==> config.mk <==
export PLATFORM = sky130hd
export DESIGN_NAME = motor_speed_pi
export DESIGN_NICKNAME = d
export VERILOG_FILES = /design/src/rtl/motor_pkg.sv /design/src/rtl/pwm_gen.sv /design/src/rtl/motor_speed_pi.sv
export SDC_FILE = /design/constraint.sdc
export NUM_CORES = 1
export LEC_CHECK = 0
export CAP_MARGIN = 20
export CORE_MARGIN = 3
export CORE_UTILIZATION = 51
export DETAILED_ROUTE_END_ITERATION = 16
export PLACE_DENSITY = 0.68
export SYNTH_ARGS = -nofsm -noshare
export SYNTH_HDL_FRONTEND = slang
export SYNTH_SLANG_ARGS = --single-unit
==> constraint.sdc <==
create_clock -name clk -period 11.4 [get_ports clk]
set_clock_uncertainty 0.15 [all_clocks]
set_input_delay 2.28 -clock clk [delete_from_list [all_inputs] [get_ports clk]]
set_output_delay 2.28 -clock clk [all_outputs]
set_load 0.01 [all_outputs]
==> src/rtl/motor_pkg.sv <==
// Shared constants and FSM state encoding for the motor speed regulator and its PWM path.
package motor_pkg;

  localparam int unsigned FRAC           = 4;
  localparam int unsigned PWM_PERIOD_DEF = 2500;

  localparam int unsigned ERR_W = 17;
  localparam int unsigned P_W   = 25;
  localparam int unsigned INT_W = 18;
  localparam int unsigned I_W   = 26;
  localparam int unsigned SUM_W = 27;

  typedef enum logic [2:0] {
    ST_IDLE,
    ST_CALC_P,
    ST_CALC_I,
    ST_SUM,
    ST_LOAD
  } pi_state_e;

endpackage

==> src/rtl/pwm_gen.sv <==
// Free-running PWM generator; duty is only picked up at the period wrap so no period is glitched.
module pwm_gen #(
  parameter int unsigned PERIOD = 2500,
  parameter int unsigned DUTY_W = 12
) (
  input  logic              clk,
  input  logic              n_rst,
  input  logic              clr,
  input  logic [DUTY_W-1:0] duty,
  output logic              pwm_out
);

  localparam int unsigned PCNT_W = (PERIOD > 1) ? $clog2(PERIOD) : 1;

  logic [PCNT_W-1:0] pcnt;
  logic [PCNT_W-1:0] pcnt_nxt;
  logic [DUTY_W-1:0] duty_active;
  logic [DUTY_W-1:0] duty_active_nxt;
  logic              wrap;

  always_comb begin
    wrap            = (pcnt == PCNT_W'(PERIOD - 1));
    pcnt_nxt        = wrap ? '0 : pcnt + PCNT_W'(1);
    duty_active_nxt = duty_active;
    if (clr) begin
      duty_active_nxt = '0;
    end else if (wrap) begin
      duty_active_nxt = duty;
    end
  end

  // pwm_out is registered against the next counter/duty so it lines up with pcnt.
  always_ff @(posedge clk) begin
    if (!n_rst) begin
      pcnt        <= '0;
      duty_active <= '0;
      pwm_out     <= 1'b0;
    end else begin
      pcnt        <= pcnt_nxt;
      duty_active <= duty_active_nxt;
      pwm_out     <= (DUTY_W'(pcnt_nxt) < duty_active_nxt);
    end
  end

endmodule

==> src/rtl/motor_speed_pi.sv <==
// Per-window PI speed regulator: sequential P, I (with anti-windup) and sum steps drive a PWM duty.
module motor_speed_pi
  import motor_pkg::*;
#(
  parameter int unsigned PWM_PERIOD = PWM_PERIOD_DEF,
  parameter int unsigned DUTY_W     = 12,
  parameter int unsigned INT_LIM    = 65535
) (
  input  logic              clk,
  input  logic              n_rst,
  input  logic              enable,
  input  logic [15:0]       target_cnt,
  input  logic [15:0]       meas_cnt,
  input  logic              meas_valid,
  input  logic [7:0]        kp,
  input  logic [7:0]        ki,
  output logic [DUTY_W-1:0] duty,
  output logic              pwm_out,
  output logic              sat,
  output logic              busy
);

  localparam logic signed [INT_W:0]   LIM_P    = (INT_W + 1)'(INT_LIM);
  localparam logic signed [INT_W:0]   LIM_N    = -LIM_P;
  localparam logic signed [SUM_W-1:0] DUTY_MAX = SUM_W'(PWM_PERIOD - 1);

  pi_state_e state_q;
  pi_state_e state_nxt;

  logic signed [ERR_W-1:0] err_q;
  logic signed [P_W-1:0]   p_q;
  logic signed [INT_W-1:0] integ_q;
  logic signed [I_W-1:0]   i_q;
  logic [DUTY_W-1:0]       duty_calc_q;
  logic                    hi_calc_q;
  logic                    lo_calc_q;
  logic                    sat_hi_q;
  logic                    sat_lo_q;

  logic                    do_p;
  logic                    do_i;
  logic                    do_sum;
  logic                    do_load;

  logic signed [ERR_W-1:0] err_c;
  logic signed [P_W:0]     p_full;
  logic signed [INT_W:0]   integ_sum;
  logic signed [INT_W-1:0] integ_c;
  logic signed [I_W:0]     i_full;
  logic signed [SUM_W-1:0] sum_c;
  logic signed [SUM_W-1:0] u_c;
  logic                    hold_c;

  always_ff @(posedge clk) begin
    if (!n_rst) begin
      state_q <= ST_IDLE;
    end else begin
      state_q <= state_nxt;
    end
  end

  // Next state and per-step datapath enables; a low enable aborts from any state.
  always_comb begin
    state_nxt = state_q;
    do_p      = 1'b0;
    do_i      = 1'b0;
    do_sum    = 1'b0;
    do_load   = 1'b0;
    unique case (state_q)
      ST_IDLE:   if (meas_valid) state_nxt = ST_CALC_P;
      ST_CALC_P: begin do_p    = 1'b1; state_nxt = ST_CALC_I; end
      ST_CALC_I: begin do_i    = 1'b1; state_nxt = ST_SUM;    end
      ST_SUM:    begin do_sum  = 1'b1; state_nxt = ST_LOAD;   end
      ST_LOAD:   begin do_load = 1'b1; state_nxt = ST_IDLE;   end
      default:   state_nxt = ST_IDLE;
    endcase
    if (!enable) begin
      state_nxt = ST_IDLE;
      do_p      = 1'b0;
      do_i      = 1'b0;
      do_sum    = 1'b0;
      do_load   = 1'b0;
    end
  end

  // Arithmetic for each step; the integrator freezes while pushing further into saturation.
  always_comb begin
    err_c     = $signed({1'b0, target_cnt}) - $signed({1'b0, meas_cnt});
    p_full    = $signed({1'b0, kp}) * err_c;
    hold_c    = (sat_hi_q && (err_q > 17'sd0)) || (sat_lo_q && (err_q < 17'sd0));
    integ_sum = (INT_W + 1)'(integ_q) + (INT_W + 1)'(err_q);
    if (integ_sum > LIM_P) begin
      integ_c = INT_W'(LIM_P);
    end else if (integ_sum < LIM_N) begin
      integ_c = INT_W'(LIM_N);
    end else begin
      integ_c = INT_W'(integ_sum);
    end
    if (hold_c) begin
      integ_c = integ_q;
    end
    i_full = $signed({1'b0, ki}) * integ_c;
    sum_c  = SUM_W'(p_q) + SUM_W'(i_q);
    u_c    = sum_c >>> FRAC;
  end

  always_ff @(posedge clk) begin
    if (!n_rst || !enable) begin
      err_q       <= '0;
      p_q         <= '0;
      integ_q     <= '0;
      i_q         <= '0;
      duty_calc_q <= '0;
      hi_calc_q   <= 1'b0;
      lo_calc_q   <= 1'b0;
      sat_hi_q    <= 1'b0;
      sat_lo_q    <= 1'b0;
      duty        <= '0;
      sat         <= 1'b0;
    end else begin
      if (do_p) begin
        err_q <= err_c;
        p_q   <= P_W'(p_full);
      end
      if (do_i) begin
        integ_q <= integ_c;
        i_q     <= I_W'(i_full);
      end
      if (do_sum) begin
        lo_calc_q <= u_c[SUM_W-1];
        hi_calc_q <= !u_c[SUM_W-1] && (u_c > DUTY_MAX);
        if (u_c[SUM_W-1]) begin
          duty_calc_q <= '0;
        end else if (u_c > DUTY_MAX) begin
          duty_calc_q <= DUTY_W'(PWM_PERIOD - 1);
        end else begin
          duty_calc_q <= DUTY_W'(u_c);
        end
      end
      if (do_load) begin
        duty     <= duty_calc_q;
        sat      <= hi_calc_q || lo_calc_q;
        sat_hi_q <= hi_calc_q;
        sat_lo_q <= lo_calc_q;
      end
    end
  end

  always_ff @(posedge clk) begin
    if (!n_rst) begin
      busy <= 1'b0;
    end else begin
      busy <= (state_nxt != ST_IDLE);
    end
  end

  pwm_gen #(
    .PERIOD (PWM_PERIOD),
    .DUTY_W (DUTY_W)
  ) u_pwm (
    .clk     (clk),
    .n_rst   (n_rst),
    .clr     (!enable),
    .duty    (duty),
    .pwm_out (pwm_out)
  );

endmodule

==> summary.md, run 1 <==
| Metric | Value |
|---|---|
| Core Area | 36,800 um^2 |
| Final ANT Viol Nets | 0 |
| Fmax | 0.108 GHz |
| First-pass GRT wire length | 81.3 mm |
| DP Wirelength | 37.7 mm |
| Flop2flop setup slack | 2.66 ns |
| Final WL | 48.2 mm |
| Design area | 20,700 um^2 |
| Syn nets | 2,833 |
| Setup bufs post-CTS | 0 |
| RSZ-0062 raised after global routing | false |
| CP required | 11.55 ns |
| Die Y | 200 um |
| CTS sink cnt | 144 |
| Top cell type's share of synthesized area | 23.0% |
| Critical path peak fanout | 11 |
| Reg2reg end | i_q[25] |
| Final worst setup slack | 2.10 ns |
| Final min period | 9.30 ns |
| Post-CTS Resized | 0 |
| DR pass1 iterations | 6 |
| Maximum clock path buffer count | 2 |
| CP Capture Type | flip-flop |
| Status | finished, final reports clean |
| Root buf cell | clkbuf_16 |
| Vias | 16,200 |
| FF+latch count, synth | 144 |
| Fin. max-slew vios | 0 |
| Final hold vios | 0 |
| Clock tree from TritonCTS | yes |
| Seq pwr share | 15.2% |
| Seq. cell area | 2880 um^2 |
| Starting density of the core | 52.0% |
| Nets@finish | 2,833 |
| Routability cong. | 0.884 |
| Grt ovf | 0 |
| Yosys cell types | 86 |
| LEAKAGE | 9.77 nW |
| Die Wd | 200 um |
| Most frequent cells in the layout | inv_1 (360), nand2_1 (352), fa_1 (220), ha_1 (171), a21oi_1 (164) |
| Cts bufs inserted | 17 |
| Cell Pwr Density | 167 nW/um^2 |
| Pre-CTS WS | 1.65 ns |
| Comb pwr share | 69.1% |
| DRC Markers | 0 |
| Fin crit share | 81.5% |
| Net Sw Frac | 47.4% |
| Clk Latency, worst-skew pair | 0.44 ns |
| Post-synthesis cell count | 2,390 |
| Mean number of vias per cell | 5.65 |
| Critical path's largest stage delay | 0.62 ns |
| Starting DRT DRC Count | 1,038 |
| Post-synth ARST share | 0% |
| Maximum number of pins on one net before global-route repair | 67 |
| Synth warnings | 0 |
| CTS Hold Buffers Added | 0 |
| Ports | 67 |
| Final antenna diode count | 0 |
| Fin Setup TNS | 0 ns |
| Hold Path Class | flip-flop to flip-flop |
| Die area | 39,900 um^2 |
| Tot GR Track Use | 24.9% |
| Cell Area, Synth | 19,100 um^2 |
| Crit path launch type | input pin |
| Crit path DAT | 9.45 ns |
| Maxcap violations | 0 |
| Rel. slew slack | 30.6% |
| Finished Layout Cells | 2,871 |
| Seq/Total Area, Yosys | 15.1% |
| Setup violators final | 0 |
| Crit path top cell by count | inv_1 |
| Buffers on Ports | 66 |
| R2r startpoint | integ_q[1] |
| Number of synthesized flops with an enable pin | 0 |
| Post-synth top area cell | fa_1 |
| Int Power | 0.00182 W |
| Placed inst area | 20,100 um^2 |
| Vias in the first global route | 16,200 |
| Reg2reg path depth | 29 |
| Peak VDD IR | 0.000226 V |
| H-Tree Depth | 4 |
| Fill count | 3,413 |
| CP max stage cell | fa_1 |
| P&R area growth vs syn | 8.05% |
| Least-Margin Pin Slew | 1.03 ns |
| Post-detailed-route wirelength per cell | 16.8 um |
| Synth Area per Inst | 8.00 um^2 |
| Beginning of the critical path | target_cnt[0] |
| Most common cell after layout, fill and taps aside | inv_1 |
| Worst-path clk slew | 0.07 ns |
| Initial antenna violation count | 0 |
| Multi-input logic area | 14,500 um^2 |
| Dpl cells | 2,838 |
| Share of layout cells above drive strength 1 | 3.54% |
| WS Path Type | input pin to flip-flop |
| Clock power frac | 15.7% |
| Synth top area cells | fa_1 (23%), dfxtp_1 (15%), ha_1 (11%) |
| Psw | 0.00164 W |
| CP endpoint | p_q[24] |
| Row cnt | 70 |
| Fin Hold WS | 0.308 ns |
| Main flop type after synthesis | dfxtp_1 |
-- per-layer routing --
layer | part of all wire [%] | global-route usage, %
met2 | 47 | 41.9
met4 | 1.8 | 5.56
met3 | 5.5 | 3.12
met1 | 46 | 34.5
met5 | 0 | 0
-- power by group through the flow --
stage | Combinational (W) | Sequential (W) | Clock [W]
floorplan | 0.00184 | 0.000530 | 0
global placement | 0.00230 | 0.000537 | 0
detailed placement | 0.00237 | 0.000537 | 0
CTS | 0.00239 | 0.000525 | 0.000549
global route | 0.00276 | 0.000526 | 0.000576
finish | 0.00238 | 0.000525 | 0.000543
-- cell usage after synthesis, types with 4 or more instances --
| master | instances |
|---|---|
| xor2_1 | 28 |
| a22oi_1 | 4 |
| and3_1 | 18 |
| dfxtp_1 | 144 |
| mux2i_1 | 4 |
| a31oi_1 | 14 |
| or3_1 | 15 |
| o21a_1 | 14 |
| o21ai_0 | 60 |
| nor2_1 | 90 |
| nand2_1 | 353 |
| nand2b_1 | 8 |
| a21oi_1 | 164 |
| buf_1 | 21 |
| nor2b_1 | 23 |
| nor4_1 | 11 |
| a21o_1 | 44 |
| a32o_1 | 5 |
| ha_1 | 171 |
| or4_1 | 6 |
| nor3b_1 | 7 |
| a2111oi_0 | 4 |
| xnor2_1 | 59 |
| buf_4 | 5 |
| o21bai_1 | 8 |
| o31a_1 | 22 |
| a31o_2 | 5 |
| nand3b_1 | 6 |
| o21ai_1 | 8 |
| inv_1 | 360 |
| clkbuf_1 | 70 |
| a211oi_1 | 14 |
| a211o_1 | 4 |
| o211ai_1 | 8 |
| and2_1 | 124 |
| fa_1 | 220 |
| o31ai_1 | 49 |
| nand3_1 | 101 |
| nand4_1 | 14 |
| or2_2 | 4 |
| buf_2 | 4 |
| nor3_1 | 34 |
-- critical path: cells and delay by family --
| family | cells | cell delay, ns |
|---|---|---|
| XOR/XNOR | 1 | 0.16 |
| AO/OA/AOI/OAI | 10 | 1.75 |
| AND/OR/NAND/NOR | 5 | 1.39 |
| adder cells (fa/ha/maj) | 7 | 3.00 |
| buffers and inverters | 7 | 0.86 |
-- state kept, by name, summed over array words and instances, names as in the netlist, 3 cells and up --
| name | count |
|---|---|
| integ_q | 18 |
| u_pwm.duty_active | 12 |
| duty_calc_q | 12 |
| u_pwm.pcnt | 12 |
| p_q | 25 |
| state_q | 3 |
| err_q | 17 |
| duty | 12 |
| i_q | 26 |
-- kinds of logic after synthesis --
| family | synth area share, % |
|---|---|
| AO/OA/AOI/OAI | 15.7 |
| AND/OR/NAND/NOR | 21.4 |
| flip-flops | 15.1 |
| multiplexers | 0.268 |
| XOR/XNOR | 3.98 |
| buffers and inverters | 9.40 |
| adder cells (fa/ha/maj) | 34.2 |
-- layout make-up --
type                            count  share of cell area, %
Sequential cell                   144                   13.9
Inverter                          361                   6.56
Multi-Input combinational cell   1780                   70.0
Timing Repair Buffer               86                   3.92
Clock inverter                     14                  0.593
Tap cell                          468                   2.83
Clock buffer                       18                   2.13
-- metrics by stage --
stage / power, W / utilization (%)
3_3_place_gp: 0.00284 / 54.6
6_report: 0.00345 / 56.2
4_1_cts: 0.00346 / 56.2
5_1_grt: 0.00386 / 56.2
2_1_floorplan: 0.00237 / -
3_5_place_dp: 0.00290 / 54.6
-- how the worst min path moves through the flow --
stage	startpoint	endpoint	slack (ns)	depth (start not counted)
2_1_floorplan	duty_calc_q[6]	duty[6]	0.28	2
3_3_place_gp	u_pwm.duty_active[0]	u_pwm.duty_active[0]	0.29	2
3_5_place_dp	duty_calc_q[5]	duty[5]	0.30	2
4_1_cts	duty_calc_q[7]	duty[7]	0.31	2
5_1_grt	duty_calc_q[2]	duty[2]	0.34	2
6_report	i_q[22]	i_q[22]	0.31	2
No activity file was read; power rests on OpenSTA's default activity.
==> inputs of run 2 (changes only) <==
- PLACE_DENSITY: 0.68 -> 0.71
- clock period: 11.4 -> 7.7 ns (I/O delays scaled with it)
==> summary.md, run 2 (synthesized netlist as in run 1, its figures left out) <==
| Metric | Value |
|---|---|
| Status | finished, final reports clean |
| Clk Latency, worst-skew pair | 0.44 ns (about the same) |
| Design area | 23,700 um^2 (+14%) |
| Crit path launch type | flip-flop |
| Starting DRT DRC Count | 1,259 (+21%) |
| Crit path DAT | 7.88 ns (-1.57 ns) |
| Mean number of vias per cell | 5.68 (+0.64%) |
| Die Wd | 200 um (unchanged) |
| Post-detailed-route wirelength per cell | 17.0 um (+1.4%) |
| Critical path's largest stage delay | 0.56 ns (-0.06 ns) |
| Final ANT Viol Nets | 0 (unchanged) |
| Fin Hold WS | 0.309 ns (+0.000576 ns) |
| Vias in the first global route | 17,800 (+9.9%) |
| Comb pwr share | 76.6% (+7.5 points) |
| RSZ-0062 raised after global routing | true |
| Final antenna diode count | 0 (unchanged) |
| Buf/Inv on CP | 6 (-1) |
| Fin crit share | 99.7% |
| Peak VDD IR | 0.000429 V (+90%) |
| R2r startpoint | integ_q[0] |
| Beginning of the critical path | integ_q[0] |
| CP Capture Type | flip-flop |
| Fmax | 0.130 GHz |
| Setup violators final | 0 (unchanged) |
| Die Y | 200 um (unchanged) |
| Largest reg by FF count | i_q |
| Cell Pwr Density | 283 nW/um^2 (+69%) |
| Least-Margin Pin Slew | 0.972 ns (-0.0614 ns) |
| Critical path's top delay family | compound AO/OA/AOI/OAI gates |
| Net Sw Frac | 44.3% (-3.1 points) |
| Placed inst area | 21,900 um^2 (+9.0%) |
| Nets@finish | 3,097 (+9.3%) |
| Max reg flops | 26 (unchanged) |
| CP max stage cell | fa_1 |
| H-Tree Depth | 4 (unchanged) |
| Fin. max-slew vios | 0 (unchanged) |
| Cts bufs inserted | 17 (unchanged) |
| CP required | 7.90 ns (-3.65 ns) |
| Maximum number of pins on one net before global-route repair | 67 (unchanged) |
| Core Area | 36,800 um^2 (unchanged) |
| WS Path Type | flip-flop to flip-flop |
| Buffers on Ports | 66 (unchanged) |
| Die area | 39,900 um^2 (unchanged) |
| Share of layout cells above drive strength 1 | 18.9% (+15 points) |
| Maximum clock path buffer count | 2 (unchanged) |
| P&R area growth vs syn | 23.7% |
| Most frequent cells in the layout | nand2_1 (349), inv_1 (335), buf_4 (271), fa_1 (213), ha_1 (149) |
| Crit path top cell by count | fa_1 |
| Row cnt | 70 (unchanged) |
| Fin Setup TNS | 0 ns (unchanged) |
| Seq pwr share | 11.6% (-3.6 points) |
| Most common cell after layout, fill and taps aside | nand2_1 |
| Psw | 0.00296 W (+81%) |
| Grt ovf | 0 (unchanged) |
| Hold Crit Start | i_q[9] |
| Final worst setup slack | 0.0207 ns (-2.08 ns) |
| Regs by FF count | i_q (26), p_q (25), integ_q (18) |
| Critical path peak fanout | 6 (-5) |
| Pre-CTS WS | -0.794 ns (-2.45 ns) |
| Ports | 67 (unchanged) |
| Vias | 17,800 (+9.9%) |
| Root buf cell | clkbuf_16 |
| CTS sink cnt | 144 (unchanged) |
| DR pass1 iterations | 6 (unchanged) |
| Initial antenna violation count | 0 (unchanged) |
| First-pass GRT wire length | 86.3 mm (+6.2%) |
| Final hold vios | 0 (unchanged) |
| Final WL | 53.4 mm (+11%) |
| Hold Path Class | flip-flop to flip-flop |
| Starting density of the core | 52.0% (unchanged) |
| DRC Markers | 0 (unchanged) |
| Maxcap violations | 0 (unchanged) |
| Routability cong. | 0.917 (+3.7%) |
| Clock tree from TritonCTS | yes |
| Int Power | 0.00372 W (+110%) |
| CTS Hold Buffers Added | 0 (unchanged) |
| LEAKAGE | 11.2 nW (+15%) |
| Clock power frac | 11.8% (-3.9 points) |
| Rel. slew slack | 35.2% (+4.6 points) |
| Tot GR Track Use | 26.3% (+1.4 points) |
| DP Wirelength | 41.1 mm (+9.3%) |
| Worst-path clk slew | 0.07 ns (about the same) |
| Final min period | 7.68 ns |
[run 2: cell types whose count changed in the layout (fill, tap and decap cells not counted), moves of 10 or more]
cell     delta
buf_4     +251
inv_1      -25
inv_2      +24
ha_1       -22
a21oi_1    -19
ha_4       +17
o31ai_1    -14
a21oi_2    +13
o21ai_0    -13
o21ai_2    +10
o31ai_2    +10
[run 2: layout make-up]
| cell class | instances | area (um^2) |
|---|---|---|
| Clock buffer | 18 | 429 |
| Clock inverter | 14 | 120 |
| Fill cell | 3033 | 13100 |
| Inverter | 361 | 1360 |
| Multi-Input combinational cell | 1780 | 15400 |
| Sequential cell | 144 | 2890 |
| Tap cell | 468 | 586 |
| Timing Repair Buffer | 350 | 2920 |
[run 2: per-layer routing]
metal	track usage, %	vias up	wire length [um]
met4	5.87	0	1020
li1	-	8411	-
met5	0	-	0
met2	45.1	596	26000
met3	3.61	100	3050
met1	35.7	8711	23300
[run 2: final timing paths]
kind / cells after the start / slack [ns] / to
setup / recovery: 31 / 0.02 / i_q[23]
hold / removal: 2 / 0.31 / i_q[9]
setup reg to reg: 31 / 0.02 / i_q[23]
hold reg to reg: 2 / 0.31 / i_q[9]
[run 2: tightest hold or removal path: stages, from the launching register on]
cell	delay, ns
dfxtp_1	0.31
nand2_1	0.05
a21oi_1	0.05
[run 2: power groups by stage]
stage	logic, W	registers, W	clock network [W]
finish	0.00512	0.000776	0.000789
global route	0.00569	0.000776	0.000826
CTS	0.00465	0.000776	0.000798
detailed placement	0.00444	0.000793	0
global placement	0.00433	0.000792	0
floorplan	0.00277	0.000785	0
[run 2: through the flow]
step	total power (W)	util, %	instances
2_1_floorplan	0.00355	-	2390
3_3_place_gp	0.00512	59.5	3069
3_5_place_dp	0.00523	59.5	3070
4_1_cts	0.00623	61.8	3111
5_1_grt	0.00730	64.3	3135
6_report	0.00668	64.3	3135
[run 2: what timing repair did]
action | CTS | global route
cloned | 0 | 4
setup buffers | 9 | 20
pin swaps | 53 | 121
setup endpoints to repair | 22 | 26
gates resized for setup | 57 | 159
==> inputs of run 3 (changes only) <==
- CAP_MARGIN: 20 -> unset
- HOLD_SLACK_MARGIN: unset -> 0.15
==> summary.md, run 3 (synthesized netlist as in run 1, its figures left out) <==
| Metric | Value |
|---|---|
| H-Tree Depth | 4 (unchanged) |
| Critical path peak fanout | 11 (+5) |
| Cts bufs inserted | 17 (unchanged) |
| Fill count | 3,031 (-0.066%) |
| Most common cell after layout, fill and taps aside | nand2_1 |
| CTS Hold Buffers Added | 0 (unchanged) |
| Fmax | 0.129 GHz (-0.83%) |
| WS Path Type | flip-flop to flip-flop |
| Largest reg by FF count | i_q |
| Final antenna diode count | 0 (unchanged) |
| Pre-CTS WS | -0.805 ns (-0.0116 ns) |
| Regs by FF count | i_q (26), p_q (25), integ_q (18) |
| Fin Hold WS | 0.309 ns (-0.000283 ns) |
| Tot Pwr | 0.00675 W (+1.0%) |
| Buffers on Ports | 66 (unchanged) |
| DP Wirelength | 41.3 mm (+0.25%) |
| P&R area growth vs syn | 23.0% |
| Die Wd | 200 um (unchanged) |
| CTS sink cnt | 144 (unchanged) |
| Starting DRT DRC Count | 1,377 (+9.4%) |
| RSZ-0062 raised after global routing | true |
| CP max stage cell | fa_1 |
| Placed inst area | 21,900 um^2 (about the same) |
| CP required | 7.84 ns (-0.06 ns) |
| Nets@finish | 3,085 (-0.39%) |
| Mean number of vias per cell | 5.65 (-0.56%) |
| Routability cong. | 0.917 (unchanged) |
| DRC Markers | 0 (unchanged) |
| Final hold vios | 0 (unchanged) |
| Hold Path Class | flip-flop to flip-flop |
| LEAKAGE | 11.2 nW (-0.42%) |
| First-pass GRT wire length | 86.6 mm (+0.32%) |
| Crit path top cell by count | fa_1 |
| Final worst setup slack | -0.0436 ns (-0.0643 ns) |
| Maximum clock path buffer count | 2 (unchanged) |
| Vias | 17,700 (-0.94%) |
| Worst-path clk slew | 0.07 ns (about the same) |
| Least-Margin Pin Slew | 1.30 ns (+0.326 ns) |
| Core Area | 36,800 um^2 (unchanged) |
| Die area | 39,900 um^2 (unchanged) |
| Rel. slew slack | 12.2% (-23 points) |
| Grt ovf | 0 (unchanged) |
| Root buf cell | clkbuf_16 |
| Design area | 23,500 um^2 (-0.57%) |
| Fin. max-slew vios | 0 (unchanged) |
| Maxcap violations | 0 (unchanged) |
| Maximum number of pins on one net before global-route repair | 67 (unchanged) |
| Max reg flops | 26 (unchanged) |
| Most frequent cells in the layout | nand2_1 (346), inv_1 (336), buf_4 (263), fa_1 (212), ha_1 (152) |
| Fin crit share | 101% (+0.84 points) |
| Crit path DAT | 7.88 ns (about the same) |
| Row cnt | 70 (unchanged) |
| Failing checks | negative setup slack |
| Ports | 67 (unchanged) |
| CP Capture Type | flip-flop |
| Tot GR Track Use | 26.4% (+0.097 points) |
| Peak VDD IR | 0.000428 V (-0.24%) |
| Clock tree from TritonCTS | yes |
| Cell Pwr Density | 287 nW/um^2 (+1.6%) |
| DR pass1 iterations | 5 (-1) |
| Critical path's largest stage delay | 0.54 ns (-0.02 ns) |
| Final ANT Viol Nets | 0 (unchanged) |
| Starting density of the core | 52.0% (unchanged) |
| Status | finished with violations |
| Setup violators final | 2 (+2) |
| Share of layout cells above drive strength 1 | 18.6% (-0.33 points) |
| Vias in the first global route | 17,900 (+0.24%) |
| Clk Latency, worst-skew pair | 0.44 ns (about the same) |
| Die Y | 200 um (unchanged) |
| Post-detailed-route wirelength per cell | 17.2 um (+0.77%) |
| Crit path launch type | flip-flop |
| Final min period | 7.74 ns (+0.0643 ns) |
| Initial antenna violation count | 0 (unchanged) |
| Critical path's top delay family | compound AO/OA/AOI/OAI gates |
| Final WL | 53.6 mm (+0.38%) |
| Buf/Inv on CP | 6 (unchanged) |
==> run 3: through the flow <==
stage                      TNS, ns  std cells  util, %
after floorplan           -0.00105       2390        -
after global placement       -8.09       3069     59.5
after detailed placement    -10.18       3069     59.5
after CTS                        0       3107     61.7
after global routing         -2.07       3123     64.0
final                      -0.0707       3123     64.0
==> run 3: cell type report <==
type	count	area, um^2	share of cell area [%]
multi-input combinational	1780	15300	65.2
sequential	144	2890	12.3
timing repair buffer	338	2800	11.9
inverter	361	1360	5.77
tap	468	586	2.49
clock buffer	18	439	1.87
clock inverter	14	126	0.537
==> run 3: repair_timing <==
| item | CTS | global route |
|---|---|---|
| endpoints found under the setup margin | 22 | 28 |
| gates resized for setup | 54 | 161 |
| cloned | 0 | 2 |
| setup buffers | 6 | 14 |
| pin swaps | 44 | 136 |
==> run 3: tightest hold or removal path, delay by kind of cell (launching register included) <==
kind               cells  cell delay, ns
AOI/OAI and AO/OA      1            0.05
DFF                    1            0.31
and+or+nand+nor        1            0.05
==> run 3: worst paths after layout <==
kind	from	to	slack (ns)	cells after the start
worst min-delay path	i_q[9]	i_q[9]	0.31	2
worst max register to register	err_q[0]	i_q[23]	-0.04	31
worst max-delay path	err_q[0]	i_q[23]	-0.04	31
worst min register to register	i_q[9]	i_q[9]	0.31	2
==> run 3: metal layers <==
metal / up-vias / GRT usage (%) / routed length (um)
li1: 8388 / - / -
met3: 85 / 4.30 / 3240
met1: 8573 / 35.7 / 23200
met4: 0 / 7.08 / 1280
met5: - / 0 / 0
met2: 604 / 44.3 / 25900
==> run 3: where the power goes <==
| group | internal (W) | switching (W) | leakage (nW) |
|---|---|---|---|
| Combinational | 0.00259 | 0.00258 | 9.76 |
| Clock | 0.000432 | 0.000374 | 0.267 |
| Sequential | 0.000760 | 0.0000160 | 1.16 |
